`config.mk`:
```
export PLATFORM = sky130hd
export DESIGN_NAME = cipher_round_sequencer
export DESIGN_NICKNAME = d
export VERILOG_FILES = /design/src/rtl/cipher_round_sequencer.sv
export SDC_FILE = /design/constraint.sdc
export NUM_CORES = 1
export LEC_CHECK = 0
export CAP_MARGIN = 20
export CELL_PAD_IN_SITES_DETAIL_PLACEMENT = 0
export CELL_PAD_IN_SITES_GLOBAL_PLACEMENT = 1
export CORE_MARGIN = 2
export CORE_UTILIZATION = 34
export CTS_CLUSTER_DIAMETER = 40
export DETAILED_ROUTE_END_ITERATION = 10
export GPL_TIMING_DRIVEN = 0
export PLACE_DENSITY = 0.8
export SETUP_SLACK_MARGIN = 0.5
export SLEW_MARGIN = 0
export SYNTH_ARGS = -nofsm -noshare
export SYNTH_HDL_FRONTEND = slang
export SYNTH_SLANG_ARGS = --single-unit
```
`constraint.sdc`:
```
create_clock -name clk -period 1.74 [get_ports clk]
set_input_delay 0.174 -clock clk [delete_from_list [all_inputs] [get_ports clk]]
set_output_delay 0.174 -clock clk [all_outputs]
set_load 0.01 [all_outputs]
```
`src/rtl/cipher_round_sequencer.sv`:
```
// cipher_round_sequencer: pulls a block from Rx, steps NUM_ROUNDS cipher rounds with
// mode-dependent subkey order, then pushes the result to Tx under full backpressure.
module cipher_round_sequencer #(
    parameter int NUM_ROUNDS = 16,
    parameter int RND_W      = 4,
    parameter int CNT_W      = 16
) (
    input  logic             clk,
    input  logic             n_reset,
    input  logic             key_ready_i,
    input  logic             is_encrypt_i,
    input  logic             abort_i,
    input  logic             rx_empty_i,
    output logic             rx_deq_o,
    output logic             load_block_o,
    output logic             round_en_o,
    output logic [RND_W-1:0] round_idx_o,
    output logic [RND_W-1:0] subkey_sel_o,
    input  logic             tx_full_i,
    output logic             tx_enq_o,
    output logic             busy_o,
    output logic [CNT_W-1:0] block_count_o
);
    typedef enum logic [2:0] {IDLE, FETCH, LOAD, ROUND, WRITE} state_t;
    localparam logic [RND_W-1:0] LAST = RND_W'(NUM_ROUNDS - 1);
    state_t           state_q;
    logic             mode_q, rx_deq_q, load_q, round_en_q, tx_enq_q;
    logic [RND_W-1:0] idx_q, sk_q;
    logic [CNT_W-1:0] count_q;
    // Strobes are registered alongside the state, so each is set on the edge entering its cycle.
    always_ff @(posedge clk or negedge n_reset) begin
        if (!n_reset) begin
            state_q    <= IDLE;
            mode_q     <= 1'b1;
            rx_deq_q   <= 1'b0;
            load_q     <= 1'b0;
            round_en_q <= 1'b0;
            tx_enq_q   <= 1'b0;
            idx_q      <= '0;
            sk_q       <= '0;
            count_q    <= '0;
        end else begin
            rx_deq_q   <= 1'b0;
            load_q     <= 1'b0;
            round_en_q <= 1'b0;
            tx_enq_q   <= 1'b0;
            idx_q      <= '0;
            sk_q       <= '0;
            if (abort_i) begin
                state_q <= IDLE;
            end else begin
                case (state_q)
                    IDLE: if (key_ready_i && !rx_empty_i) begin
                        state_q  <= FETCH;
                        rx_deq_q <= 1'b1;
                    end
                    FETCH: begin
                        mode_q  <= is_encrypt_i;
                        state_q <= LOAD;
                        load_q  <= 1'b1;
                    end
                    LOAD: begin
                        state_q    <= ROUND;
                        round_en_q <= 1'b1;
                        sk_q       <= mode_q ? '0 : LAST;
                    end
                    ROUND: if (idx_q == LAST) begin
                        state_q <= WRITE;
                        if (!tx_full_i) begin
                            tx_enq_q <= 1'b1;
                            count_q  <= count_q + 1'b1;
                        end
                    end else begin
                        round_en_q <= 1'b1;
                        idx_q      <= idx_q + 1'b1;
                        sk_q       <= mode_q ? idx_q + 1'b1 : LAST - idx_q - 1'b1;
                    end
                    WRITE: if (tx_enq_q) begin
                        state_q  <= (key_ready_i && !rx_empty_i) ? FETCH : IDLE;
                        rx_deq_q <= key_ready_i && !rx_empty_i;
                    end else if (!tx_full_i) begin
                        tx_enq_q <= 1'b1;
                        count_q  <= count_q + 1'b1;
                    end
                    default: state_q <= IDLE;
                endcase
            end
        end
    end
    assign rx_deq_o      = rx_deq_q;
    assign load_block_o  = load_q;
    assign round_en_o    = round_en_q;
    assign round_idx_o   = idx_q;
    assign subkey_sel_o  = sk_q;
    assign tx_enq_o      = tx_enq_q;
    assign busy_o        = state_q != IDLE;
    assign block_count_o = count_q;
endmodule

```
==> summary.md <==
| Metric | Value |
|---|---|
| Run status | `completed` |
| WHS | `0.4209 ns` |
| H-tree Lvls | `2` |
| Worst min path class | `input port to flip-flop` |
| Wire per inst | `14.10 µm` |
| Final hold vios | `0` |
| Max VDD drop | `0.4098 mV` |
| CP Data Arrival Time | `1.38 ns` |
| Final worst-path cycle share | `89.44%` |
| Largest net degree at the start of global routing | `33` |
| Setup violations, final | `0` |
| Synthesized cell area | `1471 µm²` |
| CORE AREA | `4086 µm²` |
| Drt drc | `0` |
| Non-Filler Instances | `250` |
| DIE AREA | `4870 µm²` |
| Drt total wl | `3524 µm` |
| Syn Nets | `144` |
| Clock Skew | `0.006610 ns` |
| Die Wd | `69.79 µm` |
| Critical path capture point type | `output pin` |
| Clock Pin Slew Worst Setup and Hold Paths | `0.06 ns` |
| Slew Viols, Final | `0` |
| Worst-margin pin slew | `0.7348 ns` |
| Synth top cells by count | `dfrtp_1 (31), xnor2_1 (15), nor2_1 (11), nand2_1 (10), nand3_1 (10)` |
| Vias in the first global route | `1,201` |
| YS warnings | `0` |
| Max-Cap Viols | `0` |
| Die height | `69.79 µm` |
| Post-DRT Antenna Nets | `0` |
| Placed cell count | `220` |
| Ys async rst share | `100.0%` |
| DR pass1 iterations | `4` |
| HPWL after DPL | `2205 µm` |
| Maximum fanout along the worst path | `10` |
| Bufs on Longest Clock Path | `2` |
| CTS root buffer | `clkbuf_8` |
| Cell Pwr Density | `675.0 nW/µm²` |
| Syn avg cell area | `10.90 µm²` |
| Synth-to-Final Area Change | `52.72%` |
| Worst skew pair latency | `0.29 ns` |
| Top_reg_cell synth | `dfrtp_1` |
| EDFF count, synth | `0` |
| Layout cells sized above 1 | `29.50%` |
| Post-Synthesis Cells | `135` |
| Flops & latches, synth | `32` |
| Most frequent cell after synthesis | `dfrtp_1` |
| Top Ports | `36` |
| RSZ-0062 raised after global routing | `yes` |
| Number of buffers created by CTS | `5` |
| CTS tree | `done` |
| Post-synth top area share | `52.72%` |
| GRT Util Overall | `15.58%` |
| Initial cell density of the core | `36.01%` |
| Worst R2R Setup Slack | `0.20 ns` |
| Global-route wire length before repair | `5982 µm` |
| Antenna diodes | `0` |
| Minimum clock period | `1.556 ns` |
| Clock sinks | `32` |
| Row count | `23` |
| CP Data Required Time | `1.57 ns` |
| Gpl congestion | `0.7515` |
| Layout Nets | `208` |
| I/O Buffers | `35` |
| Vias per std cell | `4.944` |
| Via Count | `1,236` |
| Sequential element share of the synthesized area | `54.51%` |
| Rel. slew slack | `51.01%` |
| Total power draw | `1.517 mW` |
| Largest area contributor in the netlist | `dfrtp_1` |
| Total gr overflow | `0` |
| Fmax achieved | `642.6 MHz` |
| CP startpoint kind | `flip-flop` |
| Setup CP Type | `flip-flop to output pin` |
| Antenna violations before repair | `0` |
| Leak | `1.155 nW` |
| Largest cells by area after synthesis | `dfrtp_1 (53%), xnor2_1 (8.9%), nand3_1 (3.4%)` |
| Distinct cells, synth | `38` |
| Starting DRT DRC Count | `36` |
[per-layer routing]
metal  up-vias  part of all wire, %  track usage [%]
met5         -                    0                0
met4         0                  1.4            4.487
met3         6                  4.5            5.669
met2        32                   50            25.19
met1       604                   44            19.59
li1        594                    -                -
[stage by stage]
| stage | cell area, µm² | util [%] | setup WS (ns) | TNS, ns |
|---|---|---|---|---|
| after floorplan | 1511 | - | 0.2009 | 0 |
| after global placement | 1924 | 47.09 | -0.2099 | -3.702 |
| after detailed placement | 1919 | 46.97 | -0.1248 | -0.4967 |
| after CTS | 2180 | 53.34 | 0.1845 | 0 |
| after global routing | 2247 | 54.99 | 0.1238 | 0 |
| final | 2247 | 54.99 | 0.1838 | 0 |
[cell type report]
type | count | area, µm²
Clock buffer | 7 | 76.32
Clock inverter | 1 | 5.005
Timing Repair Buffer | 57 | 504.2
Fill cell | 367 | 1839
Tap cell | 50 | 62.56
Buffer | 4 | 55.05
Multi-Input combinational cell | 95 | 720.7
Inverter | 4 | 15.01
Sequential cell | 32 | 808.3
[worst max-delay path: stages (launching register included)]
cell	delay, ns
dfrtp_1	0.40
clkbuf_8	0.17
or3_1	0.38
buf_2	0.15
[power breakdown]
group | leakage (nW) | internal (mW) | switching (mW)
Sequential | 0.432 | 0.772 | 0.0171
Clock | 0.0422 | 0.280 | 0.271
Combinational | 0.681 | 0.0864 | 0.0905
Total | 1.16 | 1.14 | 0.378
[cells in the final DEF, fill, tap and decap left out, types with 4 or more instances in the layout]
master / Yosys / routed
dfrtp_1: 31 / 26
dlygate4sd2_1: 0 / 25
buf_4: 1 / 14
xnor2_1: 15 / 13
nor2_1: 11 / 9
nand2_1: 10 / 9
nand3_1: 10 / 8
buf_6: 1 / 7
nand4_1: 7 / 7
clkbuf_8: 0 / 6
and3_1: 7 / 6
dfrtp_2: 0 / 5
clkdlybuf4s50_1: 0 / 5
inv_1: 4 / 4
buf_2: 0 / 4
[registers in the layout, indices dropped and copies added, names as in the netlist]
| name | flops |
|---|---|
| round_idx_o | 4 |
| subkey_sel_o | 4 |
| round_en_o | 1 |
| state_q | 3 |
| rx_deq_o | 1 |
| load_block_o | 1 |
| mode_q | 1 |
| tx_enq_o | 1 |
| block_count_o | 16 |
[worst paths after layout]
| kind | startpoint | endpoint | cells past startpoint |
|---|---|---|---|
| min in group asynchronous | n_reset | block_count_o[1]$_DFFE_PN0P_ | 2 |
| setup / recovery | state_q[0]$_DFFE_PN0P_ | busy_o | 3 |
| max in group asynchronous | n_reset | round_idx_o[2]$_DFF_PN0_ | 2 |
| hold / removal | is_encrypt_i | mode_q$_DFFE_PN1P_ | 3 |
| hold reg to reg | block_count_o[15]$_DFFE_PN0P_ | block_count_o[15]$_DFFE_PN0P_ | 1 |
| setup reg to reg | state_q[0]$_DFFE_PN0P_ | block_count_o[1]$_DFFE_PN0P_ | 6 |
[logic make-up (layout without fill, tap and decap cells)]
logic type | Yosys count | count (layout) | share of synthesized area, %
AND/OR/NAND/NOR | 60 | 60 | 21.86
flip-flops | 32 | 32 | 54.51
XOR/XNOR | 17 | 17 | 10.12
AO/OA/AOI/OAI | 13 | 13 | 6.889
buffers and inverters | 8 | 73 | 2.806
multiplexers | 3 | 3 | 2.126
adder cells (fa/ha/maj) | 2 | 2 | 1.700
[timing repair]
item	4_1_cts	5_1_grt
endpoints found under the hold margin	31	0
gates cloned	1	0
resized for setup	53	14
pin swaps	14	16
setup endpoints to repair	52	34
hold buffers	1	0
setup buffers	17	3
No activity file was read; power rests on OpenSTA's default activity.
